## config.mk

```make
export PLATFORM = sky130hd
export DESIGN_NAME = uart_rx_byte
export DESIGN_NICKNAME = d
export VERILOG_FILES = /design/src/rtl/uart_rx_byte_pkg.sv /design/src/rtl/uart_baud_tick.sv /design/src/rtl/uart_rx_byte.sv
export SDC_FILE = /design/constraint.sdc
export NUM_CORES = 1
export LEC_CHECK = 0
export ABC_AREA = 1
export CORE_MARGIN = 10
export CORE_UTILIZATION = 26
export CTS_CLUSTER_SIZE = 12
export DETAILED_ROUTE_END_ITERATION = 8
export GPL_TIMING_DRIVEN = 0
export MAX_ROUTING_LAYER = met4
export PLACE_DENSITY_LB_ADDON = 0.05
export SYNTH_ARGS = -nofsm -noshare
export SYNTH_HDL_FRONTEND = slang
export SYNTH_SLANG_ARGS = --single-unit
```

## constraint.sdc

```tcl
create_clock -name clk -period 2.5 [get_ports clk]
set_input_delay 0.375 -clock clk [delete_from_list [all_inputs] [get_ports clk]]
set_output_delay 0.375 -clock clk [all_outputs]
set_load 0.05 [all_outputs]
```

## src/rtl/uart_rx_byte_pkg.sv

```systemverilog
// Shared definitions for the 8N1 byte receiver:
// FSM encoding, oversample ratio, vote sample points.
package uart_rx_byte_pkg;

    typedef enum logic [2:0] {
        ST_IDLE,
        ST_START,
        ST_DATA,
        ST_STOP,
        ST_BREAK
    } state_t;

    localparam int OVERSAMPLE = 16;
    localparam int VOTE_A     = 7;
    localparam int VOTE_B     = 8;
    localparam int VOTE_C     = 9;

    function automatic logic maj3(input logic a, input logic b, input logic c);
        return (a & b) | (a & c) | (b & c);
    endfunction

endpackage

```

## src/rtl/uart_baud_tick.sv

```systemverilog
// Oversample tick generator: one-clock tick every DIV clocks,
// re-phased to the start edge through restart.
module uart_baud_tick #(
    parameter int DIV = 54
) (
    input  logic clk,
    input  logic rst_n,
    input  logic restart,
    output logic tick
);

    localparam int W = (DIV > 1) ? $clog2(DIV) : 1;

    logic [W-1:0] cnt;

    assign tick = (cnt == W'(DIV - 1));

    always_ff @(posedge clk or negedge rst_n) begin
        if (!rst_n) begin
            cnt <= '0;
        end else if (restart || tick) begin
            cnt <= '0;
        end else begin
            cnt <= cnt + W'(1);
        end
    end

endmodule

```

## src/rtl/uart_rx_byte.sv

```systemverilog
// 8N1 serial byte receiver, 16x oversampled with 3-sample majority vote.
// Drives the servo position register through rx_data / rx_valid.
module uart_rx_byte
    import uart_rx_byte_pkg::*;
#(
    parameter int         CLK_HZ     = 100_000_000,
    parameter int         BAUD       = 115_200,
    parameter logic [7:0] RESET_DATA = 8'h80
) (
    input  logic       clk,
    input  logic       rst_n,
    input  logic       rx,
    output logic [7:0] rx_data,
    output logic       rx_valid,
    output logic       frame_err,
    output logic       busy
);

    localparam int DIV = (CLK_HZ + (BAUD * OVERSAMPLE) / 2) / (BAUD * OVERSAMPLE);

    state_t     state, state_n;
    logic       rx_m, rx_s;
    logic       tick, restart;
    logic [3:0] sc, sc_n;
    logic [2:0] bc, bc_n;
    logic [7:0] shift, shift_n;
    logic       s7, s7_n, s8, s8_n;
    logic [7:0] data_n;
    logic       valid_n, ferr_n;
    logic       vote, decide, in_frame;

    uart_baud_tick #(.DIV(DIV)) u_tick (
        .clk     (clk),
        .rst_n   (rst_n),
        .restart (restart),
        .tick    (tick)
    );

    assign busy     = (state != ST_IDLE);
    assign in_frame = (state == ST_START) || (state == ST_DATA) || (state == ST_STOP);
    assign decide   = tick && (sc == 4'(VOTE_C));
    assign vote     = maj3(s7, s8, rx_s);

    always_comb begin
        state_n = state;
        sc_n    = sc;
        bc_n    = bc;
        shift_n = shift;
        s7_n    = s7;
        s8_n    = s8;
        data_n  = rx_data;
        valid_n = 1'b0;
        ferr_n  = 1'b0;
        restart = 1'b0;

        if (tick && in_frame) begin
            sc_n = sc + 4'd1;
            if (sc == 4'(VOTE_A)) s7_n = rx_s;
            if (sc == 4'(VOTE_B)) s8_n = rx_s;
        end

        unique case (state)
            ST_IDLE: begin
                if (!rx_s) begin
                    state_n = ST_START;
                    sc_n    = 4'd0;
                    restart = 1'b1;
                end
            end
            ST_START: begin
                if (decide) begin
                    if (!vote) begin
                        state_n = ST_DATA;
                        bc_n    = 3'd0;
                    end else begin
                        state_n = ST_IDLE;
                    end
                end
            end
            ST_DATA: begin
                if (decide) begin
                    shift_n = {vote, shift[7:1]};
                    bc_n    = bc + 3'd1;
                    if (bc == 3'd7) state_n = ST_STOP;
                end
            end
            ST_STOP: begin
                if (decide) begin
                    if (vote) begin
                        data_n  = shift;
                        valid_n = 1'b1;
                        state_n = ST_IDLE;
                    end else begin
                        ferr_n  = 1'b1;
                        sc_n    = 4'd0;
                        state_n = ST_BREAK;
                    end
                end
            end
            ST_BREAK: begin
                // sc counts consecutive high ticks; any low sample restarts it
                if (tick) begin
                    if (!rx_s) begin
                        sc_n = 4'd0;
                    end else if (sc == 4'd15) begin
                        sc_n    = 4'd0;
                        state_n = ST_IDLE;
                    end else begin
                        sc_n = sc + 4'd1;
                    end
                end
            end
            default: state_n = ST_IDLE;
        endcase
    end

    always_ff @(posedge clk or negedge rst_n) begin
        if (!rst_n) begin
            rx_m      <= 1'b1;
            rx_s      <= 1'b1;
            state     <= ST_IDLE;
            sc        <= 4'd0;
            bc        <= 3'd0;
            shift     <= 8'd0;
            s7        <= 1'b0;
            s8        <= 1'b0;
            rx_data   <= RESET_DATA;
            rx_valid  <= 1'b0;
            frame_err <= 1'b0;
        end else begin
            rx_m      <= rx;
            rx_s      <= rx_m;
            state     <= state_n;
            sc        <= sc_n;
            bc        <= bc_n;
            shift     <= shift_n;
            s7        <= s7_n;
            s8        <= s8_n;
            rx_data   <= data_n;
            rx_valid  <= valid_n;
            frame_err <= ferr_n;
        end
    end

endmodule
```

-- Word level (Yosys, flattened, before mapping)
Index checks and enable logic that the tools add are counted.
- add/subtract/negate cells: 3
- bitwise gates (word level): 5
- reduce and logical (&&, ||, !) cells: 14
- equal/unequal tests: 19
- mux-type cells: 32
- operators by type and width (operator ; number):
    3-bit 2-to-1 mux ; 12
    4-bit 2-to-1 mux ; 7
    2-bit inequality test (second input constant) ; 8
    3-bit one-hot mux with 5 select lines ; 1
    4-bit equality test (second input constant) ; 3
    4-bit one-hot mux with 3 select lines ; 1
    1-bit 2-to-1 mux ; 8
    8-bit AND reduction ; 1
    6-bit by 1-bit adder with 6-bit output (second input constant) ; 1
    3-bit by 2-bit equality test with 1-bit output (second input constant) ; 2
    3-bit equality test (second input constant) ; 2
    6-bit equality test (second input constant) ; 1
    6-bit 2-to-1 mux ; 1
    3-bit one-hot mux with 2 select lines ; 1
    2-bit AND reduction ; 3
    4-bit by 1-bit adder with 4-bit output (second input constant) ; 1
    4-bit by 3-bit equality test with 1-bit output (second input constant) ; 1
    4-bit AND reduction ; 1
    3-bit by 1-bit adder with 3-bit output (second input constant) ; 1
    1-bit bitwise AND ; 3
    3-bit by 1-bit equality test with 1-bit output (second input constant) ; 1
    3-bit zero test ; 1
    1-bit logical OR ; 3
    3-bit AND reduction ; 1
    6 further kinds ; 8
- logic and storage cells: 85
- output and inout bits: 11
- input port bits: 3
- bits in registers: 38

-- Logic depth before layout (Yosys ltp)
- depth after elaboration: 8
- gate-level depth with buffers: 11
- mapped depth without buffers: 11

-- By module
Synthesis repeated with hierarchy kept, for this count alone.
- cell total of the unflattened synthesis: 247
- area total of the unflattened synthesis: 1960.6 um2
- modules (own cells, without submodules) (module ; area each (um2) ; instances ; cells each ; sequential area each (um2)):
    uart_rx_byte ; 1646.6 ; 1 ; 213 ; 804.5
    uart_baud_tick ; 314.1 ; 1 ; 34 ; 150.1

-- Least setup slack after synthesis
No wires, ideal clock.
- path type: register to register
- start: register state[1]
- end: register u_tick.cnt[5]
- setup time: 0.122 ns
- arrival: 1.416 ns
- path buffers: 0
- slack: 0.962 ns
- stages on the path, launching flop included: 6
- clock period less this slack: 1.538 ns
- required time: 2.378 ns
- cell sequence: dfrtp_1 nor2_2 nand2_1 o21ai_2 o21bai_1 a21oi_1
- longest elaborated chain between the ends: 4
- RTL lines (what ; line ; text):
    start, declared ; uart_rx_byte.sv:21 ; state_t state, state_n;
    start signal, assigned ; uart_rx_byte.sv:133 ; state <= state_n;
    3-bit zero test ; uart_rx_byte.sv:62 ; unique case (state)
    1-bit 2-to-1 mux ; uart_rx_byte.sv:62 ;
    1-bit logical OR ; uart_baud_tick.sv:21 ; end else if (restart || tick) begin
    6-bit 2-to-1 mux ; uart_baud_tick.sv:21 ;
    end signal, assigned ; uart_baud_tick.sv:24 ; cnt <= cnt + W'(1);
    end, declared ; uart_baud_tick.sv:14 ; logic [W-1:0] cnt;
No other way between the ends.
A chain may end at the register's enable or synchronous reset.

-- Worst setup path in the final report
- start: register state[1]
- end: output port busy
- longest elaborated chain between the ends: 1
- RTL lines (what ; line ; text):
    3-bit nonzero test ; uart_rx_byte.sv:39 ; assign busy = (state != ST_IDLE);
    end, declared ; uart_rx_byte.sv:16 ; output logic busy
No other way between the ends.

==> run summary <==
Status -> finished, final reports clean
Filler cells -> 781
Synth Net Count -> 231
Final ANT Viol Nets -> 0
H-tree Lvls -> 2
Min Tclk post-route -> 2150 ps
MaxCap Viol Count -> 0
DRC -> 0
Drt pass-1 iters -> 4
FMAX -> 0.4652 GHz
Bufs on Longest Clock Path -> 2
Leading cell type in the layout, fill and taps excluded -> nand2_1
DIE HEIGHT -> 106.4 um
First-pass GRT wire length -> 7.272 mm
Tightest Pin Transition -> 515.1 ps
Pre-CTS setup slack -> 667.8 ps
Ys flop type -> dfrtp_1
Crit end category -> primary output
Fin. Hold Viols -> 0
# Post-CTS Setup Buffers -> 0
Netlist cell types -> 28
DP Wirelength -> 2.984 mm
PwrDens -> 477.2 nW/um2
DR iter-0 viols -> 18
Vias in the first global route -> 1,498
Seq/Total Area, Yosys -> 49.19%
Synth area leaders -> dfrtp_1 45%, nand2_1 12%, o21ai_2 7.7%
CORE AREA -> 7253 um2
Total GRT Usage -> 8.104%
Layout area overhead -> 19.28%
Fin cells -> 343
Critical path required time -> 2120 ps
Clk_skew -> 2.963 ps
Die Width -> 106.4 um
Final WL -> 4.029 mm
Flops & latches, synth -> 38
Endpoints failing setup -> 0
Die footprint -> 11,320 um2
ANT cells -> 0
Share of cells above drive strength 1 -> 20.90%
Clock sink count -> 38
LEAKAGE -> 1.078 nW
CTS Buf Count -> 5
Top cell type's share of synthesized area -> 45.13%
Port buffer count -> 13
Root buf cell -> clkbuf_8
Placed Cells incl. Taps -> 334
Cts repair resizes -> 0
Rows -> 31
Hold-fix buffers, CTS -> 1
Initial antenna violation count -> 0
Final WS setup -> 350.3 ps
Leading area contributor after synthesis -> dfrtp_1
CTS tree -> built
Placer Congestion -> 0.7217
Count of nets after finishing -> 253
Slew Limit Fails -> 0
Via/cell ratio -> 4.122
Avg Cell Area, Syn -> 8.781 um2
Syn Std Cell Area -> 1941 um2
Critical Path Source -> state[1]
Crit share post-route -> 85.99%
I/O pin cnt -> 14
Max IR drop VDD -> 0.2396 mV
Synth async-reset ratio -> 100.0%
Critical R2R Capture -> rx_data[6]
RSZ-0062 raised after global routing -> false
Post-synthesis cell count -> 221
CP Class -> flip-flop to primary output
Vias -> 1,414
Routed length per instance -> 11.75 um
Critical path launch point type -> flip-flop
Number of flops mapped to enable cells by yosys -> 0
Slew headroom -> 65.56%
Overflow after GRT -> 0
Overall Power -> 0.001105 W
RR Startpoint -> rx_s
Ys Warns -> 0
Reg2reg setup slack -> 910 ps
Largest net degree at the start of global routing -> 33
Clk_lat worst skew -> 290 ps
Clock slew at reported path FFs -> 80 ps
Starting Density -> 26.76%
Crit path capture -> busy
CP Data Arrival Time -> 1770 ps
R2R cell count -> 8
HP Class -> flip-flop to flip-flop
CP max FO -> 5
Most frequent cells in the layout -> 63 x nand2_1, 35 x dfrtp_1, 22 x inv_1
## synthesized netlist by cell type, types with 3 or more instances
cell type and instances:
nor2_2 4, o21ai_0 3, nand2_4 3, nand2_1 63, nand3_1 12, o21ai_1 5
dfrtp_1 35, ha_1 7, inv_2 5, o21ai_2 17, nand4_1 4, inv_1 22
dfstp_2 3, nand2_2 4, a21oi_1 4, nor2_1 14
## worst min path at each step
stage | depth (start not counted) | start | end | slack (ps)
after CTS | 0 | rx_m | rx_s | 360
after global placement | 0 | rx_m | rx_s | 350
final | 0 | rx_m | rx_s | 360
after floorplan | 0 | rst_n | bc[0] | 80
after detailed placement | 1 | rst_n | u_tick.cnt[3] | 240
after global routing | 0 | rx_m | rx_s | 370
## cell families after synthesis
kind of cell / share of synthesized area (%)
buf+inv: 6.899
xor+xnor: 1.806
simple gates: 26.43
flops: 49.19
fa+ha+maj: 4.513
compound gates: 11.15
## flip-flops by register name, summed over array words and instances (netlist names), 3 cells and up
signal	count
state	3
u_tick.cnt	6
rx_data	8
sc	4
shift	8
bc	3
## metrics by stage
step / hold WS, ps / utilization [%] / area [um2] / setup TNS [ps]
after global placement: 346.6 / 30.26 / 2195 / -2232
after floorplan: 79.41 / - / 1941 / 0
after CTS: 363.8 / 31.91 / 2315 / 0
after detailed placement: 236.6 / 30.46 / 2210 / 0
after global routing: 369.4 / 31.91 / 2315 / 0
final: 362.2 / 31.91 / 2315 / 0
## final cells by class
cell class,count,area [um2],share of cell area [%]
flip-flops and latches,38,954.7,41.24
multi-input cells,152,852.1,36.81
repair buffers,15,155.1,6.703
well taps,99,123.9,5.351
inverters,29,111.4,4.811
clock buffers,6,82.58,3.568
plain buffers,2,22.52,0.9730
clock inverters,2,12.51,0.5405
## metal layers
| metal | wire length (um) | global-route usage, % | up-vias |
|---|---|---|---|
| met5 | 0 | - | - |
| met4 | 75 | 3.772 | 0 |
| met3 | 145 | 2.476 | 8 |
| met2 | 1786 | 11.75 | 20 |
| met1 | 2022 | 10.08 | 638 |
| li1 | - | - | 748 |
## critical path, cell delays in order (launching register included)
cell,delay (ps)
dfrtp_1,440
nor2_2,210
nand2_1,110
clkdlybuf4s50_1,730
## report_power, final
group	leakage (nW)	total [W]	internal, W	switching [W]
Clock	0.0472	0.000465	0.000222	0.000243
Combinational	0.525	0.0000204	0.00000651	0.0000139
Sequential	0.506	0.000619	0.000617	0.00000189
Total	1.08	0.00110	0.000846	0.000259
Power figures use the tool's default switching activity.
